## src/rtl/int_gen_dev.sv

```systemverilog
// Memory-mapped interrupt source: raises interrupt on a PC match or a countdown expiry
// and holds it until software acknowledges with a write to BASE+0.
module int_gen_dev #(
    parameter logic [31:0] BASE  = 32'h0000_7f20,
    parameter int unsigned CNT_W = 32
) (
    input  logic        clk,
    input  logic        reset,
    input  logic [31:0] macroscopic_pc,
    input  logic [31:0] m_int_addr,
    input  logic [3:0]  m_int_byteen,
    input  logic [31:0] m_int_wdata,
    output logic [31:0] m_int_rdata,
    output logic        interrupt,
    output logic [7:0]  irq_count
);

    typedef enum logic [1:0] {
        StIdle   = 2'd0,
        StArmed  = 2'd1,
        StAssert = 2'd2,
        StDone   = 2'd3
    } state_e;

    state_e           state_q;
    logic [2:0]       ctrl_q, ctrl_d;
    logic [31:0]      target_q, target_d;
    logic [CNT_W-1:0] preset_q, preset_d;
    logic [CNT_W-1:0] cnt_q;
    logic             int_q;
    logic [7:0]       irq_cnt_q;

    logic        hit, wr_en, ack, ctrl_wr, tgt_wr, pre_wr, fire;
    logic [1:0]  sel;
    logic [31:0] tgt_merged, pre_merged;

    assign hit     = (m_int_addr & ~32'hF) == BASE;
    assign sel     = m_int_addr[3:2];
    assign wr_en   = hit && (m_int_byteen != 4'b0000);
    assign ack     = wr_en && (sel == 2'd0);
    assign ctrl_wr = wr_en && (sel == 2'd1);
    assign tgt_wr  = wr_en && (sel == 2'd2);
    assign pre_wr  = wr_en && (sel == 2'd3);

    always_comb begin
        ctrl_d     = ctrl_q;
        tgt_merged = target_q;
        pre_merged = 32'(preset_q);
        if (ctrl_wr && m_int_byteen[0]) begin
            ctrl_d = m_int_wdata[2:0];
        end
        for (int b = 0; b < 4; b++) begin
            if (m_int_byteen[b]) begin
                tgt_merged[8*b +: 8] = m_int_wdata[8*b +: 8];
                pre_merged[8*b +: 8] = m_int_wdata[8*b +: 8];
            end
        end
        target_d = tgt_wr ? {tgt_merged[31:2], 2'b00} : target_q;
        preset_d = pre_wr ? pre_merged[CNT_W-1:0] : preset_q;
    end

    // MODE selects countdown expiry over PC match
    assign fire = ctrl_q[1] ? (cnt_q == '0)
                            : ((macroscopic_pc & ~32'h3) == target_q);

    always_ff @(posedge clk or posedge reset) begin
        if (reset) begin
            ctrl_q   <= 3'b000;
            target_q <= 32'h0;
            preset_q <= '0;
        end else begin
            ctrl_q   <= ctrl_d;
            target_q <= target_d;
            preset_q <= preset_d;
        end
    end

    always_ff @(posedge clk or posedge reset) begin
        if (reset) begin
            state_q   <= StIdle;
            cnt_q     <= '0;
            int_q     <= 1'b0;
            irq_cnt_q <= 8'h00;
        end else if (!ctrl_q[0] || (ctrl_wr && !ctrl_d[0])) begin
            // A write clearing EN drops the request on the write edge itself
            state_q <= StIdle;
            int_q   <= 1'b0;
        end else begin
            unique case (state_q)
                StIdle: begin
                    state_q <= StArmed;
                    cnt_q   <= preset_q;
                end
                StArmed: begin
                    if (fire) begin
                        int_q   <= 1'b1;
                        state_q <= StAssert;
                        if (irq_cnt_q != 8'hFF) begin
                            irq_cnt_q <= irq_cnt_q + 8'd1;
                        end
                    end else if (ctrl_q[1]) begin
                        cnt_q <= cnt_q - {{(CNT_W-1){1'b0}}, 1'b1};
                    end
                end
                StAssert: begin
                    if (ack) begin
                        int_q <= 1'b0;
                        if (ctrl_q[2]) begin
                            state_q <= StDone;
                        end else begin
                            state_q <= StArmed;
                            cnt_q   <= preset_q;
                        end
                    end
                end
                StDone: begin
                    if (ctrl_wr) begin
                        state_q <= StArmed;
                        cnt_q   <= preset_q;
                    end
                end
                default: state_q <= StIdle;
            endcase
        end
    end

    always_comb begin
        m_int_rdata = 32'h0;
        if (hit) begin
            unique case (sel)
                2'd0: m_int_rdata = {20'b0, state_q, 1'b0, int_q, irq_cnt_q};
                2'd1: m_int_rdata = {29'b0, ctrl_q};
                2'd2: m_int_rdata = target_q;
                2'd3: m_int_rdata = 32'(preset_q);
                default: m_int_rdata = 32'h0;
            endcase
        end
    end

    assign interrupt = int_q;
    assign irq_count = irq_cnt_q;

endmodule

```

## config.mk

```make
export PLATFORM = sky130hd
export DESIGN_NAME = int_gen_dev
export DESIGN_NICKNAME = d
export VERILOG_FILES = /design/src/rtl/int_gen_dev.sv
export SDC_FILE = /design/constraint.sdc
export NUM_CORES = 1
export LEC_CHECK = 0
export ABC_CLOCK_PERIOD_IN_PS = 3700
export BUFFER_PORTS_ARGS = -buffer_cell sky130_fd_sc_hd__buf_2
export CORE_AREA = 2 2 125 115
export CTS_BUF_LIST = sky130_fd_sc_hd__clkbuf_4
export DETAILED_ROUTE_END_ITERATION = 10
export DIE_AREA = 0 0 127 117
export PLACE_DENSITY = 0.73
export SLEW_MARGIN = 20
export SYNTH_ARGS = -nofsm -noshare
export SYNTH_HDL_FRONTEND = slang
export SYNTH_SLANG_ARGS = --single-unit
```

## constraint.sdc

```tcl
create_clock -name clk -period 3.7 [get_ports clk]
set_input_delay 0.74 -clock clk [delete_from_list [all_inputs] [get_ports clk]]
set_output_delay 0.74 -clock clk [all_outputs]
set_load 0.01 [all_outputs]
```

# == Word-level counts from Yosys, hierarchy flattened ==
# Index checks and enable logic that the tools add are counted.
# word_totals
elab_cells,81
reg_bits,108
# classes
muxes,20
n_addsub,2
n_reduce_logical,27
eq_ne,17
bitwise_logic,1
# op_table
cell,count
$pmux 32 s4,2
$mux 32,6
$logic_not 32->1,1
$sub 32x1->32 const B,1
$eq 30x30->1,1
$eq 28x11->1 const B,1
$reduce_and 2->1,8
$mux 2,5
$ne 2x2->1 const B,5
$ne 3x3->1 const B,3
$add 8x1->8 const B,1
$eq 2x2->1 const B,4
$ne 8x8->1 const B,1
$pmux 2 s4,1
$logic_and 1x1->1,7
$reduce_and 3->1,2
$reduce_and 6->1,1
$mux 1,5
$eq 2x1->1 const B,2
$logic_not 2->1,2
$reduce_and 4->1,1
$reduce_bool 4->1,1
$reduce_bool 3->1,1
$logic_not 1->1,2
3 further kinds,3

# == Depth between registers and ports, before layout ==
# Gate-level depths: netlist (run 1).
# logic_depth
ltp_word,10
mapped_depth,11

# == Worst setup path before layout (run 1) ==
# No wires, ideal clock.
# synth_timing
path_kind,input-to-reg
from,input m_int_addr[3]
to,register cnt_q[30]
setup_ps,126
setup_slack_ps,890
stages,10
t_required_ps,3574
path_buffers,4
arrival_time_ps,2684
cell_sequence,clkbuf_1 -> inv_1 -> clkbuf_1 -> nand2_1 -> o41ai_1 -> o2111ai_1 -> clkbuf_1 -> clkbuf_1 -> o32ai_1 -> nor2_1
# synth_via
elab_chain_len,9
# synth_rtl
item,line_no,text
"start, declared",10,"input logic [31:0] m_int_addr,"
$eq 2x1->1,41,assign ctrl_wr = wr_en && (sel == 2'd1);
$logic_and 1x1->1,41,
$logic_and 1x1->1,49,if (ctrl_wr && m_int_byteen[0]) begin
$mux 1,49,
$logic_not 1->1,84,end else if (!ctrl_q[0] || (ctrl_wr && !ctrl_d[0])) begin
$logic_and 1x1->1,84,
$logic_or 1x1->1,84,
$not 1->1 (no source line),-,
$reduce_and 6->1 (no source line) *,-,
"end signal, assigned",92,cnt_q <= preset_q;
"end signal, assigned",102,"cnt_q <= cnt_q - {{(CNT_W-1){1'b0}}, 1'b1};"
"end signal, assigned",112,cnt_q <= preset_q;
"end, declared",29,logic [CNT_W-1:0] cnt_q;
# Mark *: on every way between the ends. The rest lies on a longest branch, timed or not.
# A chain may end at the register's enable or synchronous reset.

# == Final worst setup path (run 1) ==
# layout_timing
from,register cnt_q[8]
to,register cnt_q[1]
# layout_via
elab_chain_len,4
# layout_rtl
item,line_no,text
$logic_not 32->1,63,assign fire = ctrl_q[1] ? (cnt_q == '0)
$mux 1,63,
$ne 2x2->1 (no source line),-,
$reduce_and 6->1 (no source line),-,
# Every way passes these cells.

==> results of run 1 <==
final timing paths:
check                                      from           end  slack [ns]
worst max-delay path                   cnt_q[8]      cnt_q[1]        0.47
worst min-delay path                      reset  irq_count[2]        0.43
worst max register to register         cnt_q[8]      cnt_q[1]        0.47
worst min register to register      preset_q[1]   preset_q[1]        0.52
max in group asynchronous                 reset      cnt_q[1]        2.41
min in group clk                m_int_wdata[21]  target_q[21]        0.48
through the flow:
stage,worst slack [ns],hold slack [ns],util,instances,power (W)
3_5_place_dp,0.318,0.491,0.534,942,0.00134
4_1_cts,0.514,0.464,0.545,958,0.00198
6_report,0.469,0.432,0.545,958,0.00198
3_3_place_gp,0.353,0.477,0.534,942,0.00133
5_1_grt,0.366,0.469,0.545,958,0.00204
2_1_floorplan,0.114,0.464,-,643,0.00126
synth_stat cells (all sizes together), types with 13 or more instances:
master,n,area (um^2)
nor3,20,111
o21ai,13,65.1
nor2,71,267
xor2,31,272
dfrtp,108,2700
nand2,47,181
nor4,20,131
nand3,31,155
a21oi,20,100
clkbuf,24,90.1
mux2i,34,340
mux2,66,743
inv,14,52.6
cell families after synthesis:
kind of cell             Yosys count  synth area share
adder cells (fa/ha/maj)            6            0.0118
buffers and inverters             44            0.0272
flip-flops                       108             0.426
XOR/XNOR                          36            0.0497
AND/OR/NAND/NOR                  245             0.194
AO/OA/AOI/OAI                    103             0.116
multiplexers                     101             0.174
routing by layer:
metal	up-vias	wire, um	global-route usage	part of all wire
li1	2665	-	-	-
met1	2895	8440	0.358	0.45
met2	239	8810	0.410	0.47
met3	36	1210	0.0355	0.064
met4	0	414	0.0901	0.022
met5	-	0	0	0
critical path: stages, from the launching register on:
cell and delay [ns]:
sky130_fd_sc_hd__dfrtp_1 0.49, sky130_fd_sc_hd__or4_1 0.55, sky130_fd_sc_hd__or4_4 0.56, sky130_fd_sc_hd__nor3_4 0.27
sky130_fd_sc_hd__nand2_2 0.31, sky130_fd_sc_hd__nand2_2 0.44, sky130_fd_sc_hd__a21oi_1 0.16, sky130_fd_sc_hd__mux2_1 0.35
report_power, final:
part	switching, W	internal, W
combinational	0.0000755	0.0000565
clock	0.000439	0.000223
sequential	0.000000000148	0.00118
layout by cell type (no fill, tap or decap), drive strengths merged, types with 7 or more instances in the layout:
master,instances
xor2,31
clkbuf,9
o21ai,13
nand2,47
dfrtp,108
nand4,12
or4,9
buf,157
nand2b,7
mux2i,34
a21oi,20
inv,16
o211ai,11
nor4,20
nor3,20
nand3,31
a31oi,8
mux2,66
nor2,71
registers in the layout (all words and copies together) (netlist names):
| register | count |
|---|---|
| preset_q | 32 |
| irq_count | 8 |
| target_q | 30 |
| state_q | 2 |
| ctrl_q | 3 |
| interrupt | 1 |
| cnt_q | 32 |
area by class of cell:
class / count / area (um^2) / area share
multi-input cells: 491 / 3470 / 0.467
repair buffers: 157 / 833 / 0.112
flip-flops and latches: 108 / 2700 / 0.363
well taps: 172 / 215 / 0.0289
clock inverters: 7 / 93.8 / 0.0126
clock buffers: 9 / 67.6 / 0.00908
inverters: 14 / 55.1 / 0.00740
==> key figures, run 1 <==
Place
  • Placed cell areas: 7280 um^2
  • Number of input and output port buffers inserted: 138
  • Global placer's final weighted congestion: 0.956
  • Detailed Place HPWL: ~14 mm

Layout
  • Ratio of cells with drive above 1 in the final layout: 0.303
  • Area growth syn-to-layout: 17.3%
  • Diode count: 0
  • Post-layout net count: 889
  • Post-Layout Inst Area: about 7400 um^2
  • Filler cell count: roughly 1200

Pwr
  • Worst-case vdd ir drop: roughly 180 uV
  • Power density cells: 265 nW/um^2
  • Reported leakage power: between 3 and 4 nW

Synthesis
  • Post-synth EDFFs: 0
  • Yosys cell types: 63
  • Instance count of the mapped netlist: 643
  • Commonest register cell after synthesis: sky130_fd_sc_hd__dfrtp_1
  • Yosys warns: 0
  • Sequential fraction of the synthesis area: 0.426
  • Async set or reset register ratio after synthesis: 1.00
  • Avg Synthesized Cell Area: about 10 um^2
  • Total standard cell area after synthesis: 6340 um^2
  • Post-synthesis sequential element count: approximately 110
  • Nets in the synthesized netlist: about 750

Die
  • Die H: between 100 and 150 um
  • # IOs: around 140
  • Die ar.: between 10000 and 15000 um^2
  • Initial cell density of the core: 0.465
  • Die outline width: 127 um
  • Core Rows: 41
  • Area of the core: 13600 um^2

Clock tree
  • CTS H-tree lvls: 3
  • CTS tree: built
  • Cell at the root of the clock tree: sky130_fd_sc_hd__clkbuf_4
  • Post-CTS setup repair buffer count: 0
  • TritonCTS Buffers: 9
  • Quantity of gates resized following cts: 0
  • Buffers from clock root to sink, at most: 2
  • Clock slew at the register clock pins of the worst setup and hold paths: 0.17 ns
  • Clock latency on the worst-skew pair: around 0.48 ns
  • Clock net sink count: between 100 and 150
  • Number of buffers inserted for hold repair after clock tree synthesis: 0

Detailed routing
  • DRC: 0
  • DR vias: between 5000 and 6000
  • Starting DRC count in detailed routing: around 510
  • Routed wire length: 18.9 mm
  • Routed vias/inst: just over 6
  • Number of nets with antenna violations after routing: 0
  • Per-cell routed wire length: between 15 and 20 um
  • Number of detailed-routing iterations run before antenna repair: 6

STA
  • Clk_skew: 0.0182 ns
  • Count of endpoints failing hold in the final timing report: 0
  • Relative slew margins: 0.387
  • Final Max Slew Viols: 0
  • Final clock period utilization by the worst path: 0.873
  • Transition time of the tightest slew-check pin: between 0.9 and 1 ns
  • Final setup violation count: 0
  • Peak clock frequency supported by timing: 309 MHz
  • Minimum clock period after layout: between 3 and 4 ns
  • Fin Setup TNS: 0 ns
  • RSZ-0062 raised after global routing: false

Job
  • MaxCap Viol Count: 0

Critical path
  • Required time at the endpoint of the critical path: between 4 and 5 ns
  • Critical Path Sink Type: register
  • Signal arrival time at the worst endpoint: 3.60 ns
  • Start-to-end type of the worst setup path: reg -> reg
  • Number of cell instances on the worst register-to-register path: 7
  • Kind of start point of the critical path: register
  • Crit path max fanout: 16

Global route
  • Overflow after GRT: 0
  • Antenna violations before repair: 0
  • Pin count of the biggest net entering global routing: between 70 and 80
  • First-pass GRT wire length: around 30 mm
  • Global routing usage summed across all routing layers: 0.255
  • Vias in the first global route: between 5000 and 6000

Min path
  • Type of the worst min-delay path: in -> async

Status
  • Outcome: completed
Note: power is estimated with default switching activity, not from simulation.
==> inputs of run 2 (changes only) <==
--- a/config.mk
+++ b/config.mk
@@ -5,13 +5,14 @@
 export SDC_FILE = /design/constraint.sdc
 export NUM_CORES = 1
 export LEC_CHECK = 0
-export ABC_CLOCK_PERIOD_IN_PS = 3700
+export ABC_CLOCK_PERIOD_IN_PS = 3900
 export BUFFER_PORTS_ARGS = -buffer_cell sky130_fd_sc_hd__buf_2
+export CAP_MARGIN = 20
 export CORE_AREA = 2 2 125 115
 export CTS_BUF_LIST = sky130_fd_sc_hd__clkbuf_4
 export DETAILED_ROUTE_END_ITERATION = 10
 export DIE_AREA = 0 0 127 117
-export PLACE_DENSITY = 0.73
+export PLACE_DENSITY = 0.71
 export SLEW_MARGIN = 20
 export SYNTH_ARGS = -nofsm -noshare
 export SYNTH_HDL_FRONTEND = slang
==> constraint.sdc (replaced) <==
create_clock -name clk -period 3.9 [get_ports clk]
set_input_delay 0.78 -clock clk [delete_from_list [all_inputs] [get_ports clk]]
set_output_delay 0.78 -clock clk [all_outputs]
set_load 0.01 [all_outputs]
==> run 2 against run 1 <==
- clock-buffer cell count up 1
- largest cell class unchanged
- hold slack worse by 0.050 ns
- final area down 0.44%
- sequential share of layout area up 0.16 points
==> key figures, run 2 (synthesis gave the netlist of run 1 again) <==
Status
  • Outcome: completed

STA
  • Peak clock frequency supported by timing: ~300 MHz
  • Final clock period utilization by the worst path: 0.870
  • Final Max Slew Viols: 0 (unchanged)
  • Clk_skew: 0.0302 ns (+0.0119 ns)
  • Minimum clock period after layout: around 3.4 ns
  • RSZ-0062 raised after global routing: false
  • Count of endpoints failing hold in the final timing report: 0 (unchanged)
  • Relative slew margins: 0.439 (+0.0519)
  • Final setup violation count: 0 (unchanged)
  • Fin Setup TNS: 0 ns (unchanged)
  • Transition time of the tightest slew-check pin: 0.842 ns (-0.0779 ns)

Place
  • Cell count after placement: 937 (-0.53%)
  • Detailed Place HPWL: 14.0 mm (-1.9%)
  • Global placer's final weighted congestion: 0.913 (-4.5%)
  • Number of input and output port buffers inserted: 138 (unchanged)

Pwr
  • Reported leakage power: 3.78 nW (-0.38%)
  • Worst-case vdd ir drop: 187 uV (+1.8%)
  • Power density cells: 254 nW/um^2 (-4.4%)
  • Total Power: 0.00188 W (-4.8%)

Layout
  • Commonest non-fill, non-tap cell in the layout: sky130_fd_sc_hd__buf_2
  • Diode count: 0 (unchanged)
  • Post-layout net count: 884 (-0.56%)
  • Ratio of cells with drive above 1 in the final layout: 0.298 (-0.00446)
  • Largest registers: cnt_q (32), preset_q (32), target_q (30)
  • Area growth syn-to-layout: 16.8%
  • Post-Route Utilization: 0.543 (-0.00238)
  • Non-Filler Instances: 953 (-0.52%)
  • Filler cell count: 1224 (-0.24%)
  • Most frequent cells in the layout: sky130_fd_sc_hd__buf_2, sky130_fd_sc_hd__dfrtp_1, sky130_fd_sc_hd__nor2_1

Critical path
  • Worst setup slack for register-to-register paths: 0.71 ns (+0.24 ns)
  • Number of cell instances on the worst register-to-register path: 7 (unchanged)
  • Signal arrival time at the worst endpoint: 2.61 ns (-0.99 ns)
  • Kind of start point of the critical path: input pin
  • Source of the worst register-to-register timing path: cnt_q[8]
  • Critical Path Sink Type: output port
  • Start-to-end type of the worst setup path: in -> out
  • Terminus of the critical flop-to-flop path: cnt_q[1]
  • Required time at the endpoint of the critical path: 3.12 ns (-0.95 ns)
  • Crit path max fanout: 22 (+6)

Clock tree
  • Cell at the root of the clock tree: sky130_fd_sc_hd__clkbuf_4
  • Quantity of gates resized following cts: 0 (unchanged)
  • Clock latency on the worst-skew pair: 0.51 ns (+0.03 ns)
  • Buffers from clock root to sink, at most: 2 (unchanged)
  • Number of buffers inserted for hold repair after clock tree synthesis: 0 (unchanged)
  • CTS H-tree lvls: 3 (unchanged)
  • CTS tree: built
  • Clock net sink count: 108 (unchanged)
  • TritonCTS Buffers: 9 (unchanged)
  • Post-CTS setup repair buffer count: 0 (unchanged)
  • Clock slew at the register clock pins of the worst setup and hold paths: 0.19 ns (+0.02 ns)

Detailed routing
  • DR vias: 5712 (-2.1%)
  • Number of nets with antenna violations after routing: 0 (unchanged)
  • DRC: 0 (unchanged)
  • Routed vias/inst: 5.99 (-1.6%)
  • Number of detailed-routing iterations run before antenna repair: 5 (-1)
  • Starting DRC count in detailed routing: 509 (+0.39%)
  • Routed wire length: 18.7 mm (-1.1%)
  • Per-cell routed wire length: 19.6 um (-0.61%)

Die
  • # IOs: 143 (unchanged)
  • Area of the core: 13600 um^2 (unchanged)
  • Die ar.: 14900 um^2 (unchanged)
  • Die outline width: 127 um (unchanged)
  • Initial cell density of the core: 0.465 (unchanged)
  • Core Rows: 41 (unchanged)
  • Die H: 117 um (unchanged)

Global route
  • Overflow after GRT: 0 (unchanged)
  • Pin count of the biggest net entering global routing: 58 (-22%)
  • Global routing usage summed across all routing layers: 0.252 (-0.00295)
  • First-pass GRT wire length: 29.3 mm (-1.7%)
  • Antenna violations before repair: 0 (unchanged)
  • Vias in the first global route: 5457 (-4.1%)

Job
  • MaxCap Viol Count: 0 (unchanged)

Min path
  • Type of the worst min-delay path: in -> async
## run 2: worst max path at each step
stage / start / end / slack (ns) / cells past startpoint
floorplan: reset / cnt_q[0] / 0.27 / 1
global placement: m_int_addr[15] / target_q[19] / 0.48 / 7
detailed placement: m_int_addr[15] / target_q[20] / 0.45 / 7
CTS: m_int_addr[15] / m_int_rdata[29] / 0.51 / 6
global route: m_int_addr[15] / m_int_rdata[29] / 0.38 / 6
finish: m_int_addr[15] / m_int_rdata[29] / 0.51 / 6
## run 2: power breakdown
group	total, W	internal (W)	switching, W
clock	0.000634	0.000218	0.000416
sequential	0.00112	0.00112	0.000000000144
combinational	0.000125	0.0000544	0.0000709
## run 2: stage by stage
| stage | worst slack, ns | cell area, um^2 | hold WS (ns) |
|---|---|---|---|
| floorplan | 0.274 | 6340 | 0.464 |
| global placement | 0.477 | 7260 | 0.476 |
| detailed placement | 0.445 | 7260 | 0.490 |
| CTS | 0.514 | 7410 | 0.392 |
| global route | 0.385 | 7410 | 0.427 |
| finish | 0.506 | 7410 | 0.382 |
## run 2: critical path, stage by stage
cell and delay [ns]:
sky130_fd_sc_hd__buf_2 0.10, sky130_fd_sc_hd__nor4b_1 0.29, sky130_fd_sc_hd__nand4_1 0.25, sky130_fd_sc_hd__or3_1 0.77, sky130_fd_sc_hd__nor2_1 0.26, sky130_fd_sc_hd__buf_2 0.16
## run 2: layout make-up
class                      count  area [um^2]  area share
clock buffer                  10         75.1      0.0101
clock inverter                 6         78.8      0.0106
inverter                      14         55.1     0.00743
multi-input combinational    491         3470       0.469
sequential                   108         2700       0.365
tap                          172          215      0.0290
timing repair buffer         152          808       0.109
## run 2: routing by layer
layer | up-vias | GRT usage | share of wire
met4 | 0 | 0.0769 | 0.015
met3 | 29 | 0.0427 | 0.065
met5 | - | 0 | 0
met1 | 2789 | 0.361 | 0.46
li1 | 2660 | - | -
met2 | 234 | 0.396 | 0.46
